**config.mk**
```make
export PLATFORM = sky130hd
export DESIGN_NAME = mul_arbiter
export DESIGN_NICKNAME = d
export VERILOG_FILES = /design/src/rtl/mul_arbiter.sv
export SDC_FILE = /design/constraint.sdc
export NUM_CORES = 1
export LEC_CHECK = 0
export ABC_AREA = 1
export CORE_MARGIN = 4
export CORE_UTILIZATION = 57
export DETAILED_ROUTE_END_ITERATION = 8
export PLACE_DENSITY = 0.85
export SETUP_SLACK_MARGIN = 0.05
export SYNTH_ARGS = -nofsm -noshare
export SYNTH_HDL_FRONTEND = slang
export SYNTH_SLANG_ARGS = --single-unit
```
**constraint.sdc**
```tcl
create_clock -name clk -period 5.42 [get_ports clk]
set_input_delay 1.084 -clock clk [delete_from_list [all_inputs] [get_ports clk]]
set_output_delay 1.084 -clock clk [all_outputs]
set_load 0.01 [all_outputs]
```
**src/rtl/mul_arbiter.sv**
```systemverilog
// mul_arbiter: two requesters share one 8x8 unsigned shift-add multiplier, round-robin arbitrated
//   clk            rising-edge clock
//   reset          synchronous, active-high
//   req0/a0/b0     requester 0 level request and operands
//   req1/a1/b1     requester 1 level request and operands
//   gnt0/gnt1      one-cycle pulse: that requester's operands were captured
//   done0/done1    one-cycle pulse: result holds that requester's product
//   result         last completed product
//   busy           high whenever not idle
module mul_arbiter (
   input  logic        clk,
   input  logic        reset,
   input  logic        req0,
   input  logic [7:0]  a0,
   input  logic [7:0]  b0,
   input  logic        req1,
   input  logic [7:0]  a1,
   input  logic [7:0]  b1,
   output logic        gnt0,
   output logic        gnt1,
   output logic        done0,
   output logic        done1,
   output logic [15:0] result,
   output logic        busy
);
   localparam logic [1:0] S_IDLE = 2'd0;
   localparam logic [1:0] S_MUL  = 2'd1;
   localparam logic [1:0] S_DONE = 2'd2;
   logic [1:0]  r_state;
   logic [2:0]  r_cnt;
   logic [15:0] r_acc;
   logic [15:0] r_mcand;
   logic [7:0]  r_mplier;
   logic        r_last;
   logic        w_win;
   logic        w_start;
   logic [15:0] w_acc_next;
   // requester 1 wins when alone, or on a tie when requester 0 was served last
   assign w_win      = (req0 && req1) ? ~r_last : req1;
   // the DONE cycle may grant directly so back-to-back products take 9 cycles each
   assign w_start    = (req0 || req1) && (r_state == S_IDLE || r_state == S_DONE);
   assign w_acc_next = r_acc + (r_mplier[0] ? r_mcand : 16'd0);
   assign busy       = (r_state != S_IDLE);
   always_ff @(posedge clk) begin
      if (reset) begin
         r_state  <= S_IDLE;
         r_cnt    <= 3'd0;
         r_acc    <= 16'd0;
         r_mcand  <= 16'd0;
         r_mplier <= 8'd0;
         r_last   <= 1'b1;
         gnt0     <= 1'b0;
         gnt1     <= 1'b0;
         done0    <= 1'b0;
         done1    <= 1'b0;
         result   <= 16'd0;
      end else begin
         gnt0  <= 1'b0;
         gnt1  <= 1'b0;
         done0 <= 1'b0;
         done1 <= 1'b0;
         if (w_start) begin
            r_state  <= S_MUL;
            r_cnt    <= 3'd0;
            r_acc    <= 16'd0;
            r_mcand  <= {8'd0, w_win ? a1 : a0};
            r_mplier <= w_win ? b1 : b0;
            r_last   <= w_win;
            gnt0     <= ~w_win;
            gnt1     <= w_win;
         end else if (r_state == S_MUL) begin
            r_acc    <= w_acc_next;
            r_mcand  <= r_mcand << 1;
            r_mplier <= r_mplier >> 1;
            r_cnt    <= r_cnt + 3'd1;
            if (r_cnt == 3'd7) begin
               r_state <= S_DONE;
               result  <= w_acc_next;
               done0   <= ~r_last;
               done1   <= r_last;
            end
         end else begin
            r_state <= S_IDLE;
         end
      end
   end
endmodule

```
* Yosys cells after proc, flatten, opt, wreduce, memory -nomap -nowiden
Cells that the tools add are included.
** Operators by class
- $add $sub $neg :: 2
- Multiply operators :: 0
- Div/mod/pow operators :: 0
- Order comparisons :: 0
- Equality and inequality tests :: 4
- Shifts and indexed selects :: 0
- Muxes and demuxes :: 11
- Bitwise operators :: 5
- Reduce and logical (&&, ||, !) cells :: 12
** Operators with widths (count)
- $mux W8 :: 6
- $add A16 B16 Y16 :: 1
- $mux W16 :: 1
- $not A1 Y1 :: 5
- $mux W1 :: 4
- $reduce_bool A2 Y1 :: 2
- $reduce_or A2 Y1 :: 2
- $reduce_or A4 Y1 :: 1
- $add A3 B1 Y3 const B :: 1
- $eq A3 B3 Y1 const B :: 1
- $ne A3 B2 Y1 const B :: 1
- $reduce_and A3 Y1 :: 1
- $reduce_or A3 Y1 :: 1
- $eq A2 B1 Y1 const B :: 1
- $eq A2 B2 Y1 const B :: 1
- $logic_and A1 B1 Y1 :: 2
- $logic_not A2 Y1 :: 1
- $logic_or A1 B1 Y1 :: 2
** Word-level totals
- Bits in registers :: 66
- Latch bits :: 0
- Memory bits (writable) :: 0
- Bits in read-only memories :: 0
- Input port bits :: 36
- Output and inout bits :: 21
- Logic and storage cells :: 47
- Memories kept :: 0

* Logic depth before layout (Yosys ltp)
- Word-level depth :: 5
- Gate-level depth with buffers :: 16

* Worst setup path after synthesis
Ideal clock, no wire load.
- Path kind :: flip-flop to flip-flop
- From :: register r_mplier[0]
- To :: register result[8]
- Library setup time :: 109 ps
- Arrival :: 2003 ps
- Required time :: 5311 ps
- Path slack :: 3308 ps
- Cell stages (with the launch flop) :: 16
- Period minus slack after synthesis :: 2112 ps
- Path through :: dfxtp_1 > clkbuf_1 > clkbuf_1 > nand2_1 > inv_1 > ha_1 > fa_1 > nand2_1 > nand2_1 > and2_1 > nand2_1 > nand2_1 > xnor2_1 > nand2_1 > nand2_1 > inv_1
** Between the ends
- Cells in the longest elaborated chain, start to end :: 2
** Ends and longest elaborated chain
- start: declaration :: RTL line 33 : logic [7:0] r_mplier;
- start signal: assignment :: RTL line 67 : r_mplier <= w_win ? b1 : b0;
- start signal: assignment :: RTL line 74 : r_mplier <= r_mplier >> 1;
- $mux W16 :: RTL line 42 : assign w_acc_next = r_acc + (r_mplier[0] ? r_mcand : 16'd0);
- $add A16 B16 Y16 :: RTL line 42
- end signal: assignment :: RTL line 78 : result <= w_acc_next;
- end: declaration :: RTL line 23 : output logic [15:0] result,
No other way between the ends.
A chain may end at the register's enable or synchronous reset.

* Worst setup path in the final report
- From :: register r_state[0]
- To :: register result[3]
** Between the ends
- Cells in the longest elaborated chain, start to end :: 5
- Elaborated cells on any way between the ends :: 7
- Those cells by class :: eq/ne: 2; bitwise: 1; reduce/logical: 4
** Ends and longest elaborated chain
- start: declaration :: RTL line 29 : logic [1:0] r_state;
- start signal: assignment :: RTL line 46 : r_state <= S_IDLE;
- start signal: assignment :: RTL line 63 : r_state <= S_MUL;
- start signal: assignment :: RTL line 77 : r_state <= S_DONE;
- $eq A2 B2 Y1 / $logic_not A2 Y1 (equally long branches) :: RTL line 41 : assign w_start = (req0 || req1) && (r_state == S_IDLE || r_state == S_DONE);
- $logic_or A1 B1 Y1 :: RTL line 41
- $logic_and A1 B1 Y1 :: RTL line 41
- $not A1 Y1 (no source line)
- $reduce_and A3 Y1 (no source line) (*)
Every way passes the cells marked *; elsewhere a longest branch is shown, timed or not.

==> reports/results.txt <==
Final hold viol count = 0
Number of setup buffers added after CTS = 0
Max-cap violations = 0
Hold_buf cts = 0
Synthesis-to-layout area growth = 18.94%
Compound-Gate Fraction of Synth Area = 0.1814
Synth Register Bits = 66
FMAX = 0.3724 GHz
Worst setup SP type = flop
Post-route cell area = 4456 µm²
Setup-failing EPs final = 0
Sequential share of the synthesized area = 0.3527
CP Data Arrival Time = 2.97 ns
Library cell with the highest instance count after synthesis = nand2_1
Clock slew at reported path FFs = 0.07 ns
Leak = 2.202 nW
Mapped Area = 3746 µm²
Post-placement cell count = 668
Slew Viols, Final = 0
Netlist cell types = 31
Starting Density = 0.5900
Commonest cells post-synth = 150 x nand2_1, 79 x inv_1, 66 x dfxtp_1, 38 x a21oi_1, 37 x o21ai_0
Layout cells sized above 1 = 0.05107
Synth top area cells = dfxtp_1 35%, nand2_1 15%, inv_1 7.9%
DR vias/cell = 5.294
Die height = 89.07 µm
Core Area = 6350 µm²
Cell Count, Final, Fillers Out = 684
Detailed Place HPWL = 6162 µm
Power per cell area = 235.0 nW/µm²
Grt total ovfl = 0
GRT Util Overall = 0.2406
Resize count post-CTS = 0
XOR/XNOR share of the synthesized area = 0.01403
Cells after Synth = 557
CTS Buf Count = 9
Post-Synth Adder-Cell Area = 0.06212
# rows = 29
Minimum clock period = 2.685 ns
Num ports = 57
Max-slew headroom = 0.3451
Pre-antenna DRT Iters = 5
RSZ-0062 raised after global routing = no
Element type at the critical path end = flop
Simple-Gate Fraction of Synth Area = 0.2689
VDD IR-drop max = 184.2 µV
Pint = 0.7534 mW
Vias in the first global route = 3442
Post-synth top flop = dfxtp_1
Outcome = finished clean
Fin crit share = 0.4954
Worst slew pin tran = 0.9801 ns
Yosys top cell area share = 0.3527
Max clock buf depth = 2
Routed Antenna Nets = 0
Yosys top cell by area = dfxtp_1
Ant diodes = 0
Critical Path RT = 5.71 ns
Fin nets = 656
Number of remaining DRC errors = 0
Number of flops mapped to enable cells by yosys = 0
TritonCTS clock tree = built
Hold WC Path Type = reg -> reg
Syn nets = 611
Switching share of power = 0.2804
Setup Skew = 0.007994 ns
Power share of the clock group = 0.344
Post-Route WL = 8847 µm
Async S/R FF share, synth = 0
Placed inst area = 4290 µm²
Multiplexer share of the synthesized area = 0
Critical path type = reg -> reg
Antenna violations before repair = 0
YS warnings = 0
Gate power share = 0.154
Worst-Skew Late Latency = 0.34 ns
WL per Instance = 12.93 µm
Initial detailed-routing violation count = 214
CTS Root Cell = clkbuf_8
Total negative setup slack = 0 ns
Gpl congestion = 0.8870
Htree depth = 3
Port Buffers = 56
Vias = 3621
Global-route wire length before repair = 15150 µm
Mean area per synthesized cell = 6.725 µm²
Die area = 7933 µm²
Worst-path maximum fanout = 41
Switching power = 0.2935 mW
Largest family of logic cells by synthesized area = simple AND/OR/NAND/NOR gates
Die X-Extent = 89.07 µm
Flop pwr share = 0.502
Clk sink count = 66
Largest net degree at the start of global routing = 42
==> power by group through the flow <==
| stage | combinational (mW) | clock [mW] | sequential [mW] |
|---|---|---|---|
| after global placement | 0.154 | 0 | 0.535 |
| final | 0.161 | 0.360 | 0.525 |
| after global routing | 0.181 | 0.387 | 0.528 |
| after CTS | 0.160 | 0.365 | 0.525 |
| after detailed placement | 0.158 | 0 | 0.536 |
| after floorplan | 0.114 | 0 | 0.528 |
==> worst max-delay path: stages, from the launching register on <==
cell	delay [ns]
dfxtp_1	0.34
inv_2	0.06
nor2_4	0.74
inv_2	0.49
nor2_8	0.46
inv_2	0.15
nor2_4	0.15
inv_2	0.05
nand2_1	0.05
o21ai_1	0.07
inv_1	0.06
==> area by class of cell <==
cell class	count	area, µm²
multi-input combinational	379	1972
fill	540	1894
sequential	66	1321
timing repair buffer	56	560.5
inverter	90	340.3
clock buffer	14	152.6
tap	77	96.34
clock inverter	2	12.51
==> placed cells by master (no fill, tap or decap) <==
cell             instances
xor2_1                   3
clkbuf_1                 4
inv_1                   79
inv_2                   10
inv_4                    1
dfxtp_1                 66
nand3b_1                 2
nand4_1                  1
clkdlybuf4s50_1         56
and2_1                   1
nand3_1                 34
o21a_1                   8
clkinv_2                 1
nor2_1                  35
nand2_1                150
o211ai_1                 6
or2_2                    1
xnor2_1                  3
nor2_4                   4
fa_1                     1
ha_1                    17
o21ai_4                  1
or2_1                    2
o21ai_0                 37
nand2_2                  1
nor3_1                   5
clkbuf_8                10
nor2_8                   1
o21ai_1                 11
o21bai_1                17
clkinvlp_4               1
a21oi_1                 38
==> state kept, by name, summed over array words and instances (netlist names) <==
register  flops
done0         1
gnt0          1
r_last        1
done1         1
gnt1          1
r_acc        16
r_mcand      16
r_cnt         3
r_mplier      8
result       16
r_state       2
==> worst paths after layout <==
check | from | end | slack, ns | cells after the start
min reg2reg | r_mcand[15] | r_mcand[15] | 0.46 | 2
max | r_state[0] | result[3] | 2.74 | 10
max reg2reg | r_state[0] | result[3] | 2.74 | 10
min | r_mcand[15] | r_mcand[15] | 0.46 | 2
==> per-stage QoR <==
stage | setup WS (ns) | util | hold WS [ns] | total power, mW
4_1_cts | 2.770 | 0.7017 | 0.4663 | 1.050
3_5_place_dp | 2.440 | 0.6757 | 0.4552 | 0.6940
5_1_grt | 2.448 | 0.7017 | 0.4845 | 1.095
6_report | 2.735 | 0.7017 | 0.4606 | 1.047
2_1_floorplan | 3.308 | - | 0.4263 | 0.6417
3_3_place_gp | 2.495 | 0.6757 | 0.4497 | 0.6894
==> logic make-up after synthesis <==
group | count (synthesis)
AO/OA/AOI/OAI | 118
AND/OR/NAND/NOR | 237
flip-flops | 66
buffers and inverters | 112
adder cells (fa/ha/maj) | 18
XOR/XNOR | 6
==> layer usage <==
metal | track usage | vias to the layer above | share of wire
met5 | 0 | - | 0
met4 | 0.09337 | 0 | 0.017
met3 | 0.03871 | 17 | 0.053
met2 | 0.4001 | 102 | 0.48
met1 | 0.3132 | 1634 | 0.45
li1 | - | 1868 | -
Note: power is estimated with default switching activity, not from simulation.
